--- config.mk ---
export PLATFORM = sky130hd
export DESIGN_NAME = mem_arbiter
export DESIGN_NICKNAME = d
export VERILOG_FILES = /design/src/rtl/methane_mem_pkg.sv /design/src/rtl/mem_arb_pick.sv /design/src/rtl/mem_arbiter.sv
export SDC_FILE = /design/constraint.sdc
export NUM_CORES = 1
export LEC_CHECK = 0
export CAP_MARGIN = 20
export CORE_UTILIZATION = 42
export CTS_CLUSTER_SIZE = 20
export DETAILED_ROUTE_END_ITERATION = 16
export HOLD_SLACK_MARGIN = 0.06
export MAX_ROUTING_LAYER = met4
export PLACE_DENSITY = 0.85
export REMOVE_ABC_BUFFERS = 1
export SLEW_MARGIN = 15
export SYNTH_ARGS = -nofsm -noshare
export SYNTH_HDL_FRONTEND = slang
export SYNTH_HIERARCHICAL = 1
export SYNTH_SLANG_ARGS = --single-unit
--- constraint.sdc ---
create_clock -name clk -period 4.05 [get_ports clk]
set_input_delay 1.215 -clock clk [delete_from_list [all_inputs] [get_ports clk]]
set_output_delay 1.215 -clock clk [all_outputs]
set_load 0.01 [all_outputs]
--- src/rtl/methane_mem_pkg.sv ---
// Shared types and helpers for the methane memory arbiter.
package methane_mem_pkg;

  typedef enum logic [1:0] {
    s_arb_idle  = 2'd0,
    s_arb_issue = 2'd1,
    s_arb_wait  = 2'd2,
    s_arb_resp  = 2'd3
  } s_mem_arb;

  typedef enum logic {
    req_if = 1'b0,
    req_d  = 1'b1
  } requester_id;

  localparam logic [1:0] MISALIGN_MASK = 2'b11;

  function automatic logic is_misaligned(input logic [31:0] addr);
    return (addr[1:0] & MISALIGN_MASK) != 2'b00;
  endfunction

endpackage

--- src/rtl/mem_arb_pick.sv ---
// Combinational grant select between fetch and data requesters.
// Define MEM_ARB_RR_EN for round-robin on conflicts; otherwise data has fixed priority.
module mem_arb_pick
  import methane_mem_pkg::*;
(
  input  logic        if_req,
  input  logic        d_req,
`ifdef MEM_ARB_RR_EN
  input  requester_id last_grant,
`endif
  output logic        grant_vld,
  output requester_id grant_id
);

  // Grant decision
  always_comb begin
    grant_vld = if_req | d_req;
    grant_id  = req_if;
`ifdef MEM_ARB_RR_EN
    if (if_req && d_req) begin
      grant_id = (last_grant == req_d) ? req_if : req_d;
    end else if (d_req) begin
      grant_id = req_d;
    end else begin
      grant_id = req_if;
    end
`else
    if (d_req) begin
      grant_id = req_d;
    end else begin
      grant_id = req_if;
    end
`endif
  end

endmodule

--- src/rtl/mem_arbiter.sv ---
// Shares one single-port BRAM between the fetch and load/store requesters.
// Define MEM_ARB_RR_EN for round-robin arbitration instead of fixed data priority.
module mem_arbiter
  import methane_mem_pkg::*;
#(
  parameter int MEM_AW       = 16,
  parameter int READ_LATENCY = 2
) (
  input  logic              clk,
  input  logic              rst,
  input  logic              if_req,
  input  logic [31:0]       if_addr,
  output logic              if_valid,
  output logic [31:0]       if_rdata,
  output logic              if_err,
  input  logic              d_req,
  input  logic [31:0]       d_addr,
  input  logic [3:0]        d_we,
  input  logic [31:0]       d_wdata,
  output logic              d_valid,
  output logic [31:0]       d_rdata,
  output logic              d_err,
  output logic              mem_en,
  output logic [3:0]        mem_we,
  output logic [MEM_AW-1:0] mem_addr,
  output logic [31:0]       mem_din,
  input  logic [31:0]       mem_dout,
  output logic              busy
);

  localparam logic [2:0] CNT_LOAD = 3'(READ_LATENCY - 1);

  s_mem_arb          state_r, state_s;
  requester_id       gid_r, gid_s;
  logic [3:0]        we_r, we_s;
  logic [2:0]        cnt_r, cnt_s;

  logic              if_valid_r, if_valid_s;
  logic              if_err_r, if_err_s;
  logic [31:0]       if_rdata_r, if_rdata_s;
  logic              d_valid_r, d_valid_s;
  logic              d_err_r, d_err_s;
  logic [31:0]       d_rdata_r, d_rdata_s;
  logic              mem_en_r, mem_en_s;
  logic [3:0]        mem_we_r, mem_we_s;
  logic [MEM_AW-1:0] mem_addr_r, mem_addr_s;
  logic [31:0]       mem_din_r, mem_din_s;
  logic              busy_r, busy_s;

  logic              grant_vld_s;
  requester_id       grant_id_s;
  logic [31:0]       sel_addr_s;
  logic [3:0]        sel_we_s;
  logic [31:0]       sel_wdata_s;
  logic              resp_s, resp_err_s, rdata_upd_s;
  logic [31:0]       rdata_new_s;
  logic              unused_addr_s;

  // Address bits above the BRAM range alias and are deliberately dropped.
  assign unused_addr_s = ^{if_addr[31:MEM_AW+2], d_addr[31:MEM_AW+2]};

`ifdef MEM_ARB_RR_EN
  requester_id lg_r, lg_s;

  assign lg_s = (state_r == s_arb_idle && grant_vld_s) ? grant_id_s : lg_r;

  // Last-grant history for round-robin
  always_ff @(posedge clk) begin
    if (rst) begin
      lg_r <= req_if;
    end else begin
      lg_r <= lg_s;
    end
  end
`endif

  mem_arb_pick u_pick (
    .if_req     (if_req),
    .d_req      (d_req),
`ifdef MEM_ARB_RR_EN
    .last_grant (lg_r),
`endif
    .grant_vld  (grant_vld_s),
    .grant_id   (grant_id_s)
  );

  assign sel_addr_s  = (grant_id_s == req_d) ? d_addr  : if_addr;
  assign sel_we_s    = (grant_id_s == req_d) ? d_we    : 4'b0000;
  assign sel_wdata_s = (grant_id_s == req_d) ? d_wdata : 32'h0000_0000;

  // Next state, memory port and response event
  always_comb begin
    state_s     = state_r;
    gid_s       = gid_r;
    we_s        = we_r;
    cnt_s       = cnt_r;
    mem_en_s    = 1'b0;
    mem_we_s    = 4'b0000;
    mem_addr_s  = mem_addr_r;
    mem_din_s   = mem_din_r;
    resp_s      = 1'b0;
    resp_err_s  = 1'b0;
    rdata_upd_s = 1'b0;
    rdata_new_s = 32'h0000_0000;
    case (state_r)
      s_arb_idle: begin
        if (grant_vld_s) begin
          gid_s = grant_id_s;
          we_s  = sel_we_s;
          if (is_misaligned(sel_addr_s)) begin
            state_s     = s_arb_resp;
            resp_s      = 1'b1;
            resp_err_s  = 1'b1;
            rdata_upd_s = 1'b1;
          end else begin
            state_s    = s_arb_issue;
            mem_en_s   = 1'b1;
            mem_we_s   = sel_we_s;
            mem_addr_s = sel_addr_s[MEM_AW+1:2];
            mem_din_s  = sel_wdata_s;
          end
        end else begin
          state_s = s_arb_idle;
        end
      end
      s_arb_issue: begin
        if (we_r != 4'b0000) begin
          state_s = s_arb_resp;
          resp_s  = 1'b1;
        end else begin
          state_s = s_arb_wait;
          cnt_s   = CNT_LOAD;
        end
      end
      s_arb_wait: begin
        if (cnt_r == 3'd0) begin
          state_s     = s_arb_resp;
          resp_s      = 1'b1;
          rdata_upd_s = 1'b1;
          rdata_new_s = mem_dout;
        end else begin
          cnt_s = cnt_r - 3'd1;
        end
      end
      s_arb_resp: state_s = s_arb_idle;
      default:    state_s = s_arb_idle;
    endcase
  end

  assign busy_s = (state_s != s_arb_idle);

  // Route the response to the granted requester; the other side holds its rdata.
  always_comb begin
    if_valid_s = 1'b0;
    if_err_s   = 1'b0;
    if_rdata_s = if_rdata_r;
    d_valid_s  = 1'b0;
    d_err_s    = 1'b0;
    d_rdata_s  = d_rdata_r;
    if (resp_s && gid_s == req_d) begin
      d_valid_s = 1'b1;
      d_err_s   = resp_err_s;
      d_rdata_s = rdata_upd_s ? rdata_new_s : d_rdata_r;
    end else if (resp_s) begin
      if_valid_s = 1'b1;
      if_err_s   = resp_err_s;
      if_rdata_s = rdata_upd_s ? rdata_new_s : if_rdata_r;
    end else begin
      if_valid_s = 1'b0;
      d_valid_s  = 1'b0;
    end
  end

  // State and registered outputs
  always_ff @(posedge clk) begin
    if (rst) begin
      state_r    <= s_arb_idle;
      gid_r      <= req_if;
      we_r       <= 4'b0000;
      cnt_r      <= 3'd0;
      if_valid_r <= 1'b0;
      if_err_r   <= 1'b0;
      if_rdata_r <= 32'h0000_0000;
      d_valid_r  <= 1'b0;
      d_err_r    <= 1'b0;
      d_rdata_r  <= 32'h0000_0000;
      mem_en_r   <= 1'b0;
      mem_we_r   <= 4'b0000;
      mem_addr_r <= '0;
      mem_din_r  <= 32'h0000_0000;
      busy_r     <= 1'b0;
    end else begin
      state_r    <= state_s;
      gid_r      <= gid_s;
      we_r       <= we_s;
      cnt_r      <= cnt_s;
      if_valid_r <= if_valid_s;
      if_err_r   <= if_err_s;
      if_rdata_r <= if_rdata_s;
      d_valid_r  <= d_valid_s;
      d_err_r    <= d_err_s;
      d_rdata_r  <= d_rdata_s;
      mem_en_r   <= mem_en_s;
      mem_we_r   <= mem_we_s;
      mem_addr_r <= mem_addr_s;
      mem_din_r  <= mem_din_s;
      busy_r     <= busy_s;
    end
  end

  assign if_valid = if_valid_r;
  assign if_err   = if_err_r;
  assign if_rdata = if_rdata_r;
  assign d_valid  = d_valid_r;
  assign d_err    = d_err_r;
  assign d_rdata  = d_rdata_r;
  assign mem_en   = mem_en_r;
  assign mem_we   = mem_we_r;
  assign mem_addr = mem_addr_r;
  assign mem_din  = mem_din_r;
  assign busy     = busy_r;

endmodule
==> results of run 1 <==
[cells in the mapped netlist, types with 2 or more instances]
cell type / number
ha_1: 7
a22o_1: 65
dfxtp_1: 132
and3_1: 4
nor2_1: 22
nand3b_1: 3
mux2i_1: 16
buf_4: 3
a21oi_1: 39
buf_6: 8
buf_1: 4
nor3_2: 2
clkbuf_1: 5
nand3_1: 36
buf_2: 17
inv_1: 8
a211oi_1: 4
nand2_1: 39
nor3_1: 5
a211oi_2: 12
[metal layers]
metal	global-route usage	up-vias	wire, um
met1	0.257	2079	5520
li1	-	2095	-
met4	0.106	0	257
met5	-	-	0
met2	0.407	215	6960
met3	0.0873	22	1420
[worst min-delay path, stage by stage (launching register included)]
cell and delay (ns):
dfxtp_1 0.30, nand2_1 0.05, a21oi_1 0.05
[flip-flops by register name, indices dropped and copies added (netlist names)]
name      flops
d_valid       1
cnt_r         3
gid_r         1
d_rdata      32
mem_we        4
if_err        1
mem_addr     16
mem_en        1
if_rdata     32
busy          1
state_r       2
we_r          4
if_valid      1
mem_din      32
d_err         1
[area by class of cell]
type	instances	area, um^2
Multi-Input combinational cell	279	1930
Clock buffer	22	464
Sequential cell	132	2640
Timing Repair Buffer	237	2370
Fill cell	783	3380
Tap cell	140	175
Clock inverter	7	35.0
Inverter	8	30.0
[power by group through the flow]
stage / Sequential, W / Clock, W / Combinational (W)
2_1_floorplan: 0.00164 / 0 / 0.000496
5_1_grt: 0.00158 / 0.00139 / 0.00124
6_report: 0.00156 / 0.00131 / 0.00115
3_5_place_dp: 0.00158 / 0 / 0.00114
4_1_cts: 0.00156 / 0.00133 / 0.00115
3_3_place_gp: 0.00157 / 0 / 0.00109
[cells in the final DEF, fill, tap and decap left out, drive strengths merged]
cell type	instances
a211oi	16
a21o	1
a21oi	40
a221oi	1
a22o	65
a311oi	1
a31oi	2
and2	1
and3	5
and3b	1
buf	10
clkbuf	22
clkdlybuf4s50	227
clkinv	7
dfxtp	132
ha	7
inv	8
mux2i	16
nand2	40
nand2b	1
nand3	36
nand3b	3
nor2	22
nor3	8
nor3b	1
nor4	1
o211ai	1
o21a	1
o21ai	2
o31ai	2
o41a	1
o41ai	1
or2	2
or3	1
[logic make-up after synthesis]
logic type / after synthesis
AOI/OAI and AO/OA: 134
adders and majority gates: 7
buffers and inverters: 46
DFF: 132
muxes: 16
and+or+nand+nor: 122
[worst max path at each step]
stage | from | endpoint | slack [ns] | depth (start not counted)
2_1_floorplan | d_req | mem_addr[10] | 0.76 | 5
3_3_place_gp | if_req | d_rdata[31] | 0.47 | 6
3_5_place_dp | if_req | d_rdata[2] | 0.60 | 7
4_1_cts | if_req | d_rdata[2] | 1.00 | 7
5_1_grt | if_req | d_rdata[2] | 0.88 | 7
6_report | if_req | d_rdata[2] | 0.99 | 7
[stage by stage]
step / setup slack [ns] / util / power (W) / instances / hold slack, ns
2_1_floorplan: 0.760 / - / 0.00213 / 419 / 0.430
3_3_place_gp: 0.472 / 0.645 / 0.00266 / 794 / 0.438
3_5_place_dp: 0.602 / 0.648 / 0.00273 / 796 / 0.444
4_1_cts: 1.00 / 0.693 / 0.00404 / 825 / 0.450
5_1_grt: 0.883 / 0.693 / 0.00421 / 825 / 0.467
6_report: 0.990 / 0.693 / 0.00401 / 825 / 0.447
==> key figures, run 1 <==
Setup path
  – Worst path buffer plus inverter count: 2
  – Worst Setup Path Type: in2reg
  – Crit path DAT: 3.40 ns
  – CP cell instances: clkdlybuf4s50_1 -> or2_1 -> nand2_2 -> a21oi_2 -> nor3_4 -> buf_8 -> a22o_1
  – CP max FO: 20
  – Setup crit end kind: flip-flop
  – Worst flop-to-flop path endpoint: d_rdata[2]
  – FF-to-FF path depth: 7
  – Critical Path Source Type: input port
  – Reg-to-reg slack, setup: 1.57 ns
  – Crit path largest cell delay: 0.76 ns
  – Critical Path RT: 4.39 ns
  – Crit-path leading delay family: simple AND/OR/NAND/NOR gates
  – Worst path slowest cell: nor3_4
  – R2R Path Start: state_r[0]

Synthesis
  – Area leader, netlist: dfxtp_1
  – Avg Synthesized Cell Area: 10.6 um^2
  – Register area share after synthesis: 0.547
  – Syn Inst Count: 457
  – Synth cell types: 46
  – Number of enable flip-flop cells after synthesis: 0
  – Top cell type's share of synthesized area: 0.547
  – Xor-xnor portion of the synthesized cell area: 0
  – Synth Flop Type: dfxtp_1
  – Adder-Cell Fraction of Synth Area: 0.0181
  – Mux share of post-synthesis cell area: 0.0332
  – Asr flop ratio synth: 0
  – Synth area leaders: dfxtp_1 (55%), a22o_1 (12%), a21oi_1 (4.0%)
  – Main combinational cell family by area after synthesis: compound AO/OA/AOI/OAI gates
  – Post-Synth Simple-Gate Area: 0.124
  – Synth Warn #: 6
  – Syn Std Cell Area: 0.00483 mm^2
  – Complex-gate fraction of the synthesized area: 0.222
  – Synthesis-stage register bit count: 132

Pwr
  – Combinational power share: 0.286
  – VDD IR-drop max: 0.000322 V
  – Internal: 0.00283 W
  – Reg power frac: 0.389
  – Sw Share: 0.296
  – PD cells: 525 mW/mm^2
  – Clock power share: 0.326
  – Switch Pwr: 0.00119 W
  – Leakage power: 2.85 nW

Detailed routing
  – Initial DRC count: 281
  – DRC: 0
  – Vias: 4411
  – Vias per cell: 5.35
  – Wirelength, routed: 14200 um
  – Average wire per standard cell: 17.2 um
  – Router iterations before antenna repair: 4
  – DRT antenna net count: 0

Die
  – Die area: 0.0119 mm^2
  – Num ports: 258
  – Vert. Die Dim: 109 um
  – Core area: 0.0110 mm^2
  – Width of the die: 109 um
  – Rows: 38
  – Initial Util: 0.438

Timing
  – Rel. slew slack: 0.316
  – Worst Tran Pin Value: 1.03 ns
  – Slew Viols, Final: 0
  – Fin crit share: 0.756
  – Minimum clock period: 3.06 ns
  – Final Skew: 0.00667 ns
  – Max Fclk: 327 MHz
  – # setup viols final: 0
  – Setup TNS: 0 ns
  – Fin. Hold Viols: 0
  – RSZ-0062 raised after global routing: false

Clock tree
  – Clk Latency, worst-skew pair: 0.41 ns
  – CTS buffer count: 17
  – Post-CTS Resized: 0
  – Root buffer cell: clkbuf_16
  – H-tree depth: 4
  – CTS tree: yes
  – Clock buffer depth: 2
  – Hold Buf Count CTS: 0
  – Sink Count: 132
  – Clock-pin slew on the worst setup and hold paths: 0.05 ns
  – Setup bufs post-CTS: 0

Final layout
  – Finished Cell Area: 0.00765 mm^2
  – ANT cells: 0
  – Share of cells above drive strength 1: 0.0876
  – Synth-to-Final Area Change: 58.4%
  – Total Nets Final: 818

Global route
  – First-pass GRT wire length: 21100 um
  – Initial antenna violation count: 0
  – Vias in the first global route: 4298
  – Grt total ovfl: 0
  – GRT Total Usage: 0.243
  – Largest net degree at the start of global routing: 65

Run status
  – Status: finished clean

Flow run
  – Max-cap violations: 0

Min path
  – Hold wc startpoint: mem_din[2]
  – Min-Delay Path Depth: 2
  – Hold endpoint: mem_din[2]
  – Hold crit path type: reg2reg

Place
  – Placed Area: 0.00715 mm^2
  – Final GP Congestion: 0.791
  – Port Buffers: 229
  – Detail Placement HPWL: 10000 um
Note: power is estimated with default switching activity, not from simulation.
==> run 2: changes to the inputs <==
- CORE_UTILIZATION: 42 -> 35
- PLACE_DENSITY: 0.85 -> 0.76
- clock period: 4.05 -> 2.5 ns (I/O delays scaled with it)
==> key figures, run 2 (synthesis gave the netlist of run 1 again) <==
Min path
  – Hold endpoint: mem_din[19]
  – Min-Delay Path Depth: 2 (unchanged)
  – Hold wc startpoint: mem_din[19]
  – Hold crit path type: reg2reg

Clock tree
  – Root buffer cell: clkbuf_16
  – Clock-pin slew on the worst setup and hold paths: 0.06 ns (about the same)
  – Clk Latency, worst-skew pair: 0.41 ns (about the same)
  – CTS buffer count: 17 (unchanged)
  – Clock buffer depth: 2 (unchanged)
  – H-tree depth: 4 (unchanged)
  – Hold Buf Count CTS: 0 (unchanged)
  – Setup bufs post-CTS: 0 (unchanged)
  – Sink Count: 132 (unchanged)
  – CTS tree: yes
  – Post-CTS Resized: 0 (unchanged)

Place
  – Placed Area: 0.00733 mm^2 (+2.6%)
  – Port Buffers: 229 (unchanged)
  – Detail Placement HPWL: 9630 um (-3.8%)
  – Final GP Congestion: 0.790 (-0.18%)

Setup path
  – FF-to-FF path depth: 7 (unchanged)
  – Critical Path RT: 2.79 ns (-1.60 ns)
  – Setup crit end kind: flip-flop
  – R2R Path Start: state_r[0]
  – Worst Setup Path Type: in2reg
  – Reg-to-reg slack, setup: 0.58 ns (-0.99 ns)
  – Worst flop-to-flop path endpoint: d_rdata[15]
  – CP max FO: 32 (+60%)
  – Critical Path Source Type: input port
  – Crit path DAT: 2.43 ns (-0.97 ns)

Final layout
  – Multi-input combinational cell area: 0.00193 mm^2 (unchanged)
  – Most frequent cells in the layout: clkdlybuf4s50_1 (227), dfxtp_1 (132), a22o_1 (65)
  – Share of cells above drive strength 1: 0.110 (+0.0224)
  – Synth-to-Final Area Change: 63.8%
  – Total Nets Final: 830 (+1.5%)
  – Fillers: 1116 (+43%)
  – Register area: 0.00264 mm^2 (unchanged)
  – Finished Cell Area: 0.00791 mm^2 (+3.4%)
  – Commonest non-fill, non-tap cell in the layout: clkdlybuf4s50_1

Timing
  – Final Skew: 0.00813 ns (+0.00146 ns)
  – Slew Viols, Final: 0 (unchanged)
  – Minimum clock period: 2.14 ns
  – Max Fclk: 468 MHz
  – # setup viols final: 0 (unchanged)
  – Worst Tran Pin Value: 0.598 ns (-0.428 ns)
  – Rel. slew slack: 0.601 (+0.286)
  – Fin crit share: 0.855
  – RSZ-0062 raised after global routing: false
  – Fin. Hold Viols: 0 (unchanged)

Flow run
  – Max-cap violations: 0 (unchanged)

Pwr
  – Leakage power: 2.95 nW (+3.5%)
  – Final Total Pwr: 0.00688 W (+71%)
  – PD cells: 869 mW/mm^2 (+66%)
  – VDD IR-drop max: 0.000410 V (+27%)

Global route
  – Grt total ovfl: 0 (unchanged)
  – Initial antenna violation count: 1 (+1)
  – GRT Total Usage: 0.202 (-0.0412)
  – First-pass GRT wire length: 22100 um (+4.5%)
  – Largest net degree at the start of global routing: 65 (unchanged)
  – Vias in the first global route: 4417 (+2.8%)

Die
  – Initial Util: 0.362 (-0.0760)
  – Die area: 0.0143 mm^2 (+20%)
  – Vert. Die Dim: 119 um (+9.4%)
  – Core area: 0.0133 mm^2 (+21%)
  – Width of the die: 119 um (+9.4%)
  – Num ports: 258 (unchanged)
  – Rows: 42 (+11%)

Detailed routing
  – Average wire per standard cell: 15.7 um (-8.3%)
  – Wirelength, routed: 13800 um (-2.6%)
  – Initial DRC count: 241 (-14%)
  – DRT antenna net count: 0 (unchanged)
  – Vias per cell: 5.01 (-6.3%)
  – DRC: 0 (unchanged)
  – Router iterations before antenna repair: 4 (unchanged)
  – Vias: 4393 (-0.41%)

Run status
  – Status: finished clean
[run 2: area by class of cell]
type | count | share of cell area
repair buffers | 249 | 0.317
diodes | 1 | 0.000316
flip-flops and latches | 132 | 0.334
clock inverters | 13 | 0.0169
multi-input cells | 279 | 0.244
well taps | 176 | 0.0278
clock buffers | 19 | 0.0560
inverters | 8 | 0.00380
[run 2: worst max-delay path: stages]
cell,delay (ns)
clkdlybuf4s50_1,0.40
or2_1,0.25
and3_4,0.21
a21oi_2,0.27
a31oi_4,0.15
buf_12,0.19
a22o_1,0.20
[run 2: metrics by stage]
stage / cells / utilization / hold WS [ns] / setup TNS (ns) / setup WS [ns]
after floorplan: 419 / - / 0.430 / -20.13 / -0.325
after global placement: 844 / 0.549 / 0.437 / 0 / 0.00627
after detailed placement: 844 / 0.549 / 0.446 / -1.22 / -0.0394
after CTS: 876 / 0.592 / 0.454 / 0 / 0.385
after global routing: 877 / 0.593 / 0.471 / 0 / 0.313
final: 877 / 0.593 / 0.450 / 0 / 0.363
[run 2: worst max path at each step]
stage / start / endpoint / slack, ns / cells after the start
after floorplan: d_req / mem_addr[10] / -0.33 / 5
after global placement: if_req / if_rdata[31] / 0.006 / 7
after detailed placement: if_req / if_rdata[2] / -0.04 / 7
after CTS: if_req / if_rdata[2] / 0.39 / 7
after global routing: if_req / mem_addr[4] / 0.31 / 8
final: if_req / if_rdata[2] / 0.36 / 7
[run 2: per-layer routing]
layer | vias to the layer above | GRT usage | routed length, um
met5 | - | - | 0
met4 | 0 | 0.0758 | 206
met3 | 20 | 0.0565 | 1130
met2 | 211 | 0.323 | 6700
met1 | 2047 | 0.241 | 5760
li1 | 2115 | - | -
[run 2: report_power, final]
group | total [W] | switching [W] | internal (W)
Clock | 0.00239 | 0.000902 | 0.00149
Sequential | 0.00252 | 0.000144 | 0.00238
Combinational | 0.00196 | 0.000954 | 0.00101
==> run 3: changes to the inputs <==
- SETUP_SLACK_MARGIN: not set -> 0.02
==> results of run 3 <==
No change in the layout: final DEF, timing and power equal those of run 2.
